### src/rtl/regfile_sb.sv
// Register file with per-register load-pending (busy) scoreboard and a registered pending count.
// Optional macro REGFILE_SB_BYPASS_EN forwards same-cycle write data and busy=0 onto matching reads.
module regfile_sb #(
    parameter int          W        = 32,
    parameter int          DEPTH    = 32,
    parameter int          LINK_REG = 31,
    parameter int          GP_IDX   = 28,
    parameter logic [31:0] GP_INIT  = 32'h10008000,
    parameter int          SP_IDX   = 29,
    parameter logic [31:0] SP_INIT  = 32'h7fffeffc,
    localparam int         AW       = $clog2(DEPTH)
) (
    input  logic          clock,
    input  logic          reset,
    input  logic          regwrite,
    input  logic          link_in,
    input  logic [AW-1:0] wr_in,
    input  logic [W-1:0]  write_data_in,
    input  logic          mark_in,
    input  logic [AW-1:0] mark_addr_in,
    input  logic [AW-1:0] rr1_in,
    input  logic [AW-1:0] rr2_in,
    output logic [W-1:0]  rdata1_out,
    output logic [W-1:0]  rdata2_out,
    output logic          busy1_out,
    output logic          busy2_out,
    output logic [AW:0]   pending_cnt_out
);

    typedef logic [W-1:0] mem_t [DEPTH];

    function automatic mem_t f_preset();
        mem_t m;
        for (int i = 0; i < DEPTH; i++) m[i] = '0;
        m[GP_IDX] = W'(GP_INIT);
        m[SP_IDX] = W'(SP_INIT);
        m[0]      = '0;
        return m;
    endfunction

    function automatic logic [AW:0] f_popcount(input logic [DEPTH-1:0] v);
        logic [AW:0] n;
        n = '0;
        for (int i = 0; i < DEPTH; i++) n = n + (AW+1)'(v[i]);
        return n;
    endfunction

    // Declaration initialisers give the reset image at time zero, before any reset edge.
    mem_t             r_mem   = f_preset();
    logic [DEPTH-1:0] r_busy  = '0;
    logic [AW:0]      r_cnt   = '0;

    logic [AW-1:0]    w_ea;
    logic             w_wr_acc;
    logic             w_mark_acc;
    logic [DEPTH-1:0] w_busy_nxt;

    assign w_ea       = link_in ? AW'(LINK_REG) : wr_in;
    assign w_wr_acc   = regwrite && !reset && (w_ea != '0);
    assign w_mark_acc = mark_in && !reset && (mark_addr_in != '0);

    // Clear on write first, then set on mark, so a same-cycle mark leaves the load outstanding.
    always_comb begin
        w_busy_nxt = r_busy;
        if (w_wr_acc)   w_busy_nxt[w_ea]         = 1'b0;
        if (w_mark_acc) w_busy_nxt[mark_addr_in] = 1'b1;
        w_busy_nxt[0] = 1'b0;
    end

    always_ff @(posedge clock) begin
        if (reset) begin
            r_mem  <= f_preset();
            r_busy <= '0;
            r_cnt  <= '0;
        end else begin
            if (w_wr_acc) r_mem[w_ea] <= write_data_in;
            r_busy <= w_busy_nxt;
            r_cnt  <= f_popcount(w_busy_nxt);
        end
    end

    assign pending_cnt_out = r_cnt;

    always_comb begin
        rdata1_out = (rr1_in == '0) ? '0 : r_mem[rr1_in];
        rdata2_out = (rr2_in == '0) ? '0 : r_mem[rr2_in];
        busy1_out  = (rr1_in == '0) ? 1'b0 : r_busy[rr1_in];
        busy2_out  = (rr2_in == '0) ? 1'b0 : r_busy[rr2_in];
`ifdef REGFILE_SB_BYPASS_EN
        if (w_wr_acc && (rr1_in == w_ea)) begin
            rdata1_out = write_data_in;
            busy1_out  = 1'b0;
        end
        if (w_wr_acc && (rr2_in == w_ea)) begin
            rdata2_out = write_data_in;
            busy2_out  = 1'b0;
        end
`else
`endif
    end

endmodule

### config.mk
export PLATFORM = sky130hd
export DESIGN_NAME = regfile_sb
export DESIGN_NICKNAME = d
export VERILOG_FILES = /design/src/rtl/regfile_sb.sv
export SDC_FILE = /design/constraint.sdc
export NUM_CORES = 2
export LEC_CHECK = 0
export BUFFER_PORTS_ARGS = -buffer_cell sky130_fd_sc_hd__buf_4
export CAP_MARGIN = 10
export CORE_ASPECT_RATIO = 1.2
export CORE_MARGIN = 2
export CORE_UTILIZATION = 50
export CTS_BUF_LIST = sky130_fd_sc_hd__clkbuf_8
export CTS_CLUSTER_SIZE = 12
export DETAILED_ROUTE_END_ITERATION = 10
export PLACE_DENSITY = 0.67
export SETUP_SLACK_MARGIN = 0.15
export SYNTH_ARGS = -nofsm -noshare
export SYNTH_HDL_FRONTEND = slang
export SYNTH_SLANG_ARGS = --single-unit
export TNS_END_PERCENT = 50
### constraint.sdc
create_clock -name clock -period 7 [get_ports clock]
set_input_delay 0.35 -clock clock [delete_from_list [all_inputs] [get_ports clock]]
set_output_delay 0.35 -clock clock [all_outputs]
set_load 0.01 [all_outputs]
### Word-level counts from Yosys, hierarchy flattened

Index checks and enable logic that the tools add are counted.

| word-level totals | value |
|---|---|
| register bits after elaboration | 1062 |
| word-level logic and storage cells | 117 |

| cells by class | value |
|---|---|
| add/sub/neg operators | 30 |
| order comparisons | 10 |
| multiplexer cells | 24 |
| bitwise logic cells | 6 |
| reduce and logical (&&, ||, !) cells | 12 |

Operators with widths:

| cell | count |
|---|---|
| 1024-bit bitwise mux | 1 |
| 32-bit binary-select mux with 5-bit select | 2 |
| 32-bit 2-to-1 mux | 9 |
| 32-bit demux with 5-bit select | 1 |
| 6-bit by 1-bit adder with 6-bit output | 25 |
| 32-bit bitwise AND | 1 |
| 32-bit NOT | 1 |
| 32-bit bitwise OR | 1 |
| 5-bit by 6-bit less-than comparator with 1-bit output, second input constant | 4 |
| 6-bit greater-or-equal comparator, second input constant | 3 |
| 5-bit NOT with 6-bit output | 3 |
| 1-bit binary-select mux with 5-bit select | 2 |
| 1-bit demux with 5-bit select | 2 |
| 5-bit by 1-bit greater-or-equal comparator with 1-bit output, second input constant | 2 |
| 5-bit logical NOT | 2 |
| 5-bit nonzero test | 2 |
| 1-bit logical AND | 7 |
| 5-bit by 1-bit adder with 6-bit output | 1 |
| 6-bit by 1-bit less-than comparator with 1-bit output, second input constant | 1 |
| 1-bit 2-to-1 mux | 6 |
| 4-bit by 1-bit adder with 5-bit output | 1 |
| 5-bit 2-to-1 mux | 1 |
| 3-bit by 1-bit adder with 4-bit output | 1 |
| 2-bit by 1-bit adder with 3-bit output | 1 |
| 2 further kinds | 2 |

### Depth between registers and ports, before layout

| logic depth | value |
|---|---|
| depth after elaboration | 40 |
| depth in mapped cells | 23 |
| mapped depth without buffers | 20 |

### Worst setup path after synthesis

OpenSTA, ideal clock, no wires.

| path | value |
|---|---|
| kind | input to register |
| start point | input reset |
| end point | register r_cnt[4], in the netlist pending_cnt_out[4] |
| library setup time | 128 ps |
| data arrival time | 6107 ps |
| data required time | 6872 ps |
| path slack | 765 ps |
| stages | 22 |
| buffers on the path | 2 |
| cells stage by stage | or4b_4 buf_6 or4_1 buf_2 a22oi_2 fa_1 fa_1 inv_1 fa_1 fa_1 inv_1 fa_1 inv_1 fa_1 inv_1 fa_1 inv_1 fa_1 a21o_1 a21oi_1 xor2_1 nor2_1 |

| between the ends | value |
|---|---|
| longest elaborated chain between the ends | 36 |
| elaborated cells between the ends (all ways) | 38 |
| classes of those cells | 30 x add/sub; 2 x mux; 1 x bitwise; 5 x reduce/logical |

RTL lines:

| what | line | text |
|---|---|---|
| from (decl) | 14 | `input logic reset,` |
| 1-bit logical NOT | 59, 60 |  |
| 1-bit logical AND (2 in a row) | 59 | `assign w_wr_acc = regwrite && !reset && (w_ea != '0);` |
| 32-bit 2-to-1 mux | 65 | `if (w_wr_acc) w_busy_nxt[w_ea] = 1'b0;` |
| 32-bit bitwise OR (no source line) | - |  |
| 32-bit 2-to-1 mux | 66 | `if (w_mark_acc) w_busy_nxt[mark_addr_in] = 1'b1;` |
| 1-bit by 1-bit adder with 2-bit output | 44 | `for (int i = 0; i < DEPTH; i++) n = n + (AW+1)'(v[i]);` |
| 2-bit by 1-bit adder with 3-bit output | 44 |  |
| 3-bit by 1-bit adder with 4-bit output | 44 |  |
| 4-bit by 1-bit adder with 5-bit output | 44 |  |
| 5-bit by 1-bit adder with 6-bit output | 44 |  |
| 6-bit by 1-bit adder with 6-bit output (25 in a row) | 44 |  |
| to (signal assigned) | 78 | `r_cnt <= f_popcount(w_busy_nxt);` |
| to (decl) | 51 | `logic [AW:0] r_cnt = '0;` |

Several ways; a longest one is shown, not always the timed one.
A chain may end at the register's enable or synchronous reset.

### Worst setup path after layout

Same ends and word-level chain as after synthesis.

==> reports/results.txt <==
status = finished clean
fill count = 9467
Max Cap Viol = 0
flop-to-flop setup slack = 1.79 ns
combinational share of power = 9.1%
final wirelength = 204800 um
CP max FO = 7
Root Driver = clkbuf_8
# setup viols final = 0
Setup crit start kind = input port
Seq/Total Area, Yosys = 39.20%
relative slew slack = 5.830%
clock power share = 42.8%
Worst Tran Pin Value = 1.408 ns
VDD IR max = 192.3 uV
R2R Path End = pending_cnt_out[4]$_SDFF_PP0_
Hold Crit Depth = 4
Tcrit/Tclk final = 91.82%
final hold slack = 0.08367 ns
vias per inst = 6.616
GPL Wtd Cong = 0.9426
CTS Sinks = 1061
worst setup path class = input port to flip-flop
DIE AREA = 0.1110 mm2
vias in the first global route = 45740
initial antenna violation count = 10
share of layout cells above drive strength 1 = 19.64%
DR vias = 48380
post-route ant nets = 0
clk_lat worst skew = 0.91 ns
CTS Buf Count = 168
Int Power = 0.009231 W
first-pass GRT wire length = 297400 um
largest net degree at the start of global routing = 198
dpl hpwl = 112100 um
R2R cell count = 18
Achievable Freq = 155.6 MHz
worst endpoint required time = 7.75 ns
fin crit period = 6.428 ns
EDFF count, synth = 0
fin nets = 5860
# resized after CTS = 0
Clock Pin Slew Worst Setup and Hold Paths = 0.06 ns
Critical Path End Type = flip-flop
Mapped Area = 0.05419 mm2
Site Rows = 132
DRC viols = 0
sequential group share of total power = 48.0%
CTS max path bufs = 3
RSZ-0062 raised after global routing = false
static leakage = 19.88 nW
initial DRC count = 7311
NetSw = 0.003432 W
warnings from Yosys = 0
Core ar. = 0.1077 mm2
Yosys reg bits = 1061
Pre-antenna DRT Iters = 9
H-tree depth = 4
synth unique cells = 56
I/O Buffers = 128
mean area per synthesized cell = 9.129 um2
Hold Path End = r_busy[16]$_SDFF_PP0_
Die Ht = 364.6 um
number of top-level pins = 129
syn_nets = 6023
final number of hold-violating endpoints = 0
Reg-to-Reg Start = r_busy[26]$_SDFF_PP0_
CTS tree = done
class of the worst hold path = input port to flip-flop
All-Layer GR Usage = 36.00%
Synth Flop Type = dfxtp_1
pwr/cell area = 212.9 mW/mm2
crit path DAT = 7.18 ns
die extent in x = 304.5 um
gr ovfl total = 0
final slew viol count = 0
sw frac = 27.10%
routed len/inst = 28.00 um
Cells after Synth = 5936
Final Skew = 0.02653 ns
fraction of registers with async set/reset = 0%
final setup TNS = 0 ns
Area growth syn-to-layout = 9.760%
Initial Utilization = 50.32%
Post-CTS Setup Inserts = 0
Hold Crit Start = mark_addr_in[2]
## layout make-up
class                      instances  area (um2)  share of cell area, %
antenna                            4       10.01                0.01683
timing repair buffer             294        2432                  4.090
inverter                          29       113.9                 0.1914
clock inverter                    86       440.4                 0.7405
multi-input combinational       4219       30550                  51.36
sequential                      1061       21240                  35.71
clock buffer                     213        2932                  4.929
tap                             1407        1760                  2.960
## sequential cells by signal (all words and copies together), names as in the netlist
register / cells
r_busy: 31
r_mem: 1024
pending_cnt_out: 6
## Yosys cell counts (12+ instances only)
cell         n  share of area, %
a21oi_1    964               8.9
a221o_1     33              0.61
a221oi_1    90               1.5
a22o_1      18              0.29
a22oi_1     45              0.62
a31oi_1     34              0.39
and2_1      16              0.18
and3_1      12              0.14
buf_1       18              0.12
buf_2      165               1.5
clkbuf_1   430               3.0
dfxtp_1   1061                39
fa_1        23              0.85
inv_1       28              0.19
mux2_2      67               1.4
mux2i_1    188               3.5
mux4_2     498                21
nand2_1   1991                14
nand3_1     55              0.51
nor2_1      25              0.17
nor2b_1     41              0.47
nor3_1      15              0.14
o21ai_0     32              0.30
## cells in the final DEF (no fill, tap or decap), types with 5 or more instances in the layout
cell type,instances
clkinv_2,28
a22o_1,18
nor4_4,7
inv_1,76
a31oi_1,34
nor2_4,5
nor3b_1,5
dfxtp_1,1061
a21oi_1,964
mux2i_1,188
a221o_1,33
o21ai_0,32
nor3_2,12
nand3_1,31
dlygate4sd3_1,37
a22oi_1,45
and3_2,10
fa_1,23
nand3_2,24
and2_1,15
nor2_1,20
buf_8,6
buf_4,244
or4_2,7
mux4_2,498
clkbuf_8,213
nand2_1,1991
a221oi_1,90
nor2b_1,37
buf_12,7
ha_1,7
mux2_2,67
## what timing repair did
item | CTS | global route
setup endpoints to repair | 0 | 0
hold buffers | 37 | 0
hold endpoints to repair | 1010 | 0
## logic make-up after synthesis
logic type | Yosys count | synth area share, %
simple gates | 2206 | 16.33
compound gates | 1228 | 12.78
flops | 1061 | 39.20
mux | 753 | 25.56
buf+inv | 656 | 5.091
fa+ha+maj | 30 | 1.011
xor+xnor | 2 | 0.03233
## through the flow
stage | instances | utilization [%] | setup WS [ns] | area [um2] | power (W)
2_1_floorplan | 5936 | - | 0.7650 | 54190 | 0.006891
3_3_place_gp | 6972 | 51.74 | 0.2114 | 55720 | 0.007306
3_5_place_dp | 6972 | 51.74 | 0.2214 | 55720 | 0.007311
4_1_cts | 7308 | 55.22 | 0.6019 | 59460 | 0.01263
5_1_grt | 7313 | 55.23 | 0.3421 | 59480 | 0.01298
6_report | 7313 | 55.23 | 0.5723 | 59480 | 0.01266
## how the worst max path moves through the flow
stage                       start  cells past startpoint  slack (ns)                             to
after floorplan             reset                     22        0.77  pending_cnt_out[4]$_SDFF_PP0_
after global placement    link_in                     22        0.21  pending_cnt_out[4]$_SDFF_PP0_
after detailed placement  link_in                     22        0.22  pending_cnt_out[4]$_SDFF_PP0_
after CTS                   reset                     23        0.60  pending_cnt_out[4]$_SDFF_PP0_
after global routing        reset                     23        0.34  pending_cnt_out[4]$_SDFF_PP0_
final                       reset                     23        0.57  pending_cnt_out[4]$_SDFF_PP0_
## critical path, cell delays in order
cell and delay (ns):
dlygate4sd3_1 0.56, buf_8 0.15, or4b_4 0.59, buf_4 0.21
or4_2 0.71, a22oi_2 0.23, fa_1 0.45, inv_1 0.08
fa_1 0.44, fa_1 0.52, fa_1 0.49, inv_1 0.05
fa_1 0.47, inv_1 0.05, fa_1 0.44, inv_1 0.08
fa_1 0.19, inv_1 0.07, fa_1 0.46, a21o_1 0.20
a21oi_1 0.16, xor2_1 0.15, nor2_1 0.05
## routing by layer
layer | vias to the layer above | routed length, um | track usage [%]
li1 | 20580 | - | -
met1 | 23500 | 73670 | 46.23
met2 | 3468 | 89560 | 54.00
met3 | 822 | 28470 | 10.82
met4 | 12 | 12870 | 21.02
met5 | - | 219 | 0
## power groups by stage
stage | Sequential (W) | Combinational [W] | Clock [W]
6_report | 0.00608 | 0.00116 | 0.00542
3_5_place_dp | 0.00622 | 0.00110 | 0
3_3_place_gp | 0.00621 | 0.00109 | 0
2_1_floorplan | 0.00621 | 0.000682 | 0
4_1_cts | 0.00608 | 0.00112 | 0.00543
5_1_grt | 0.00608 | 0.00118 | 0.00572
Note: power is estimated with default switching activity, not from simulation.
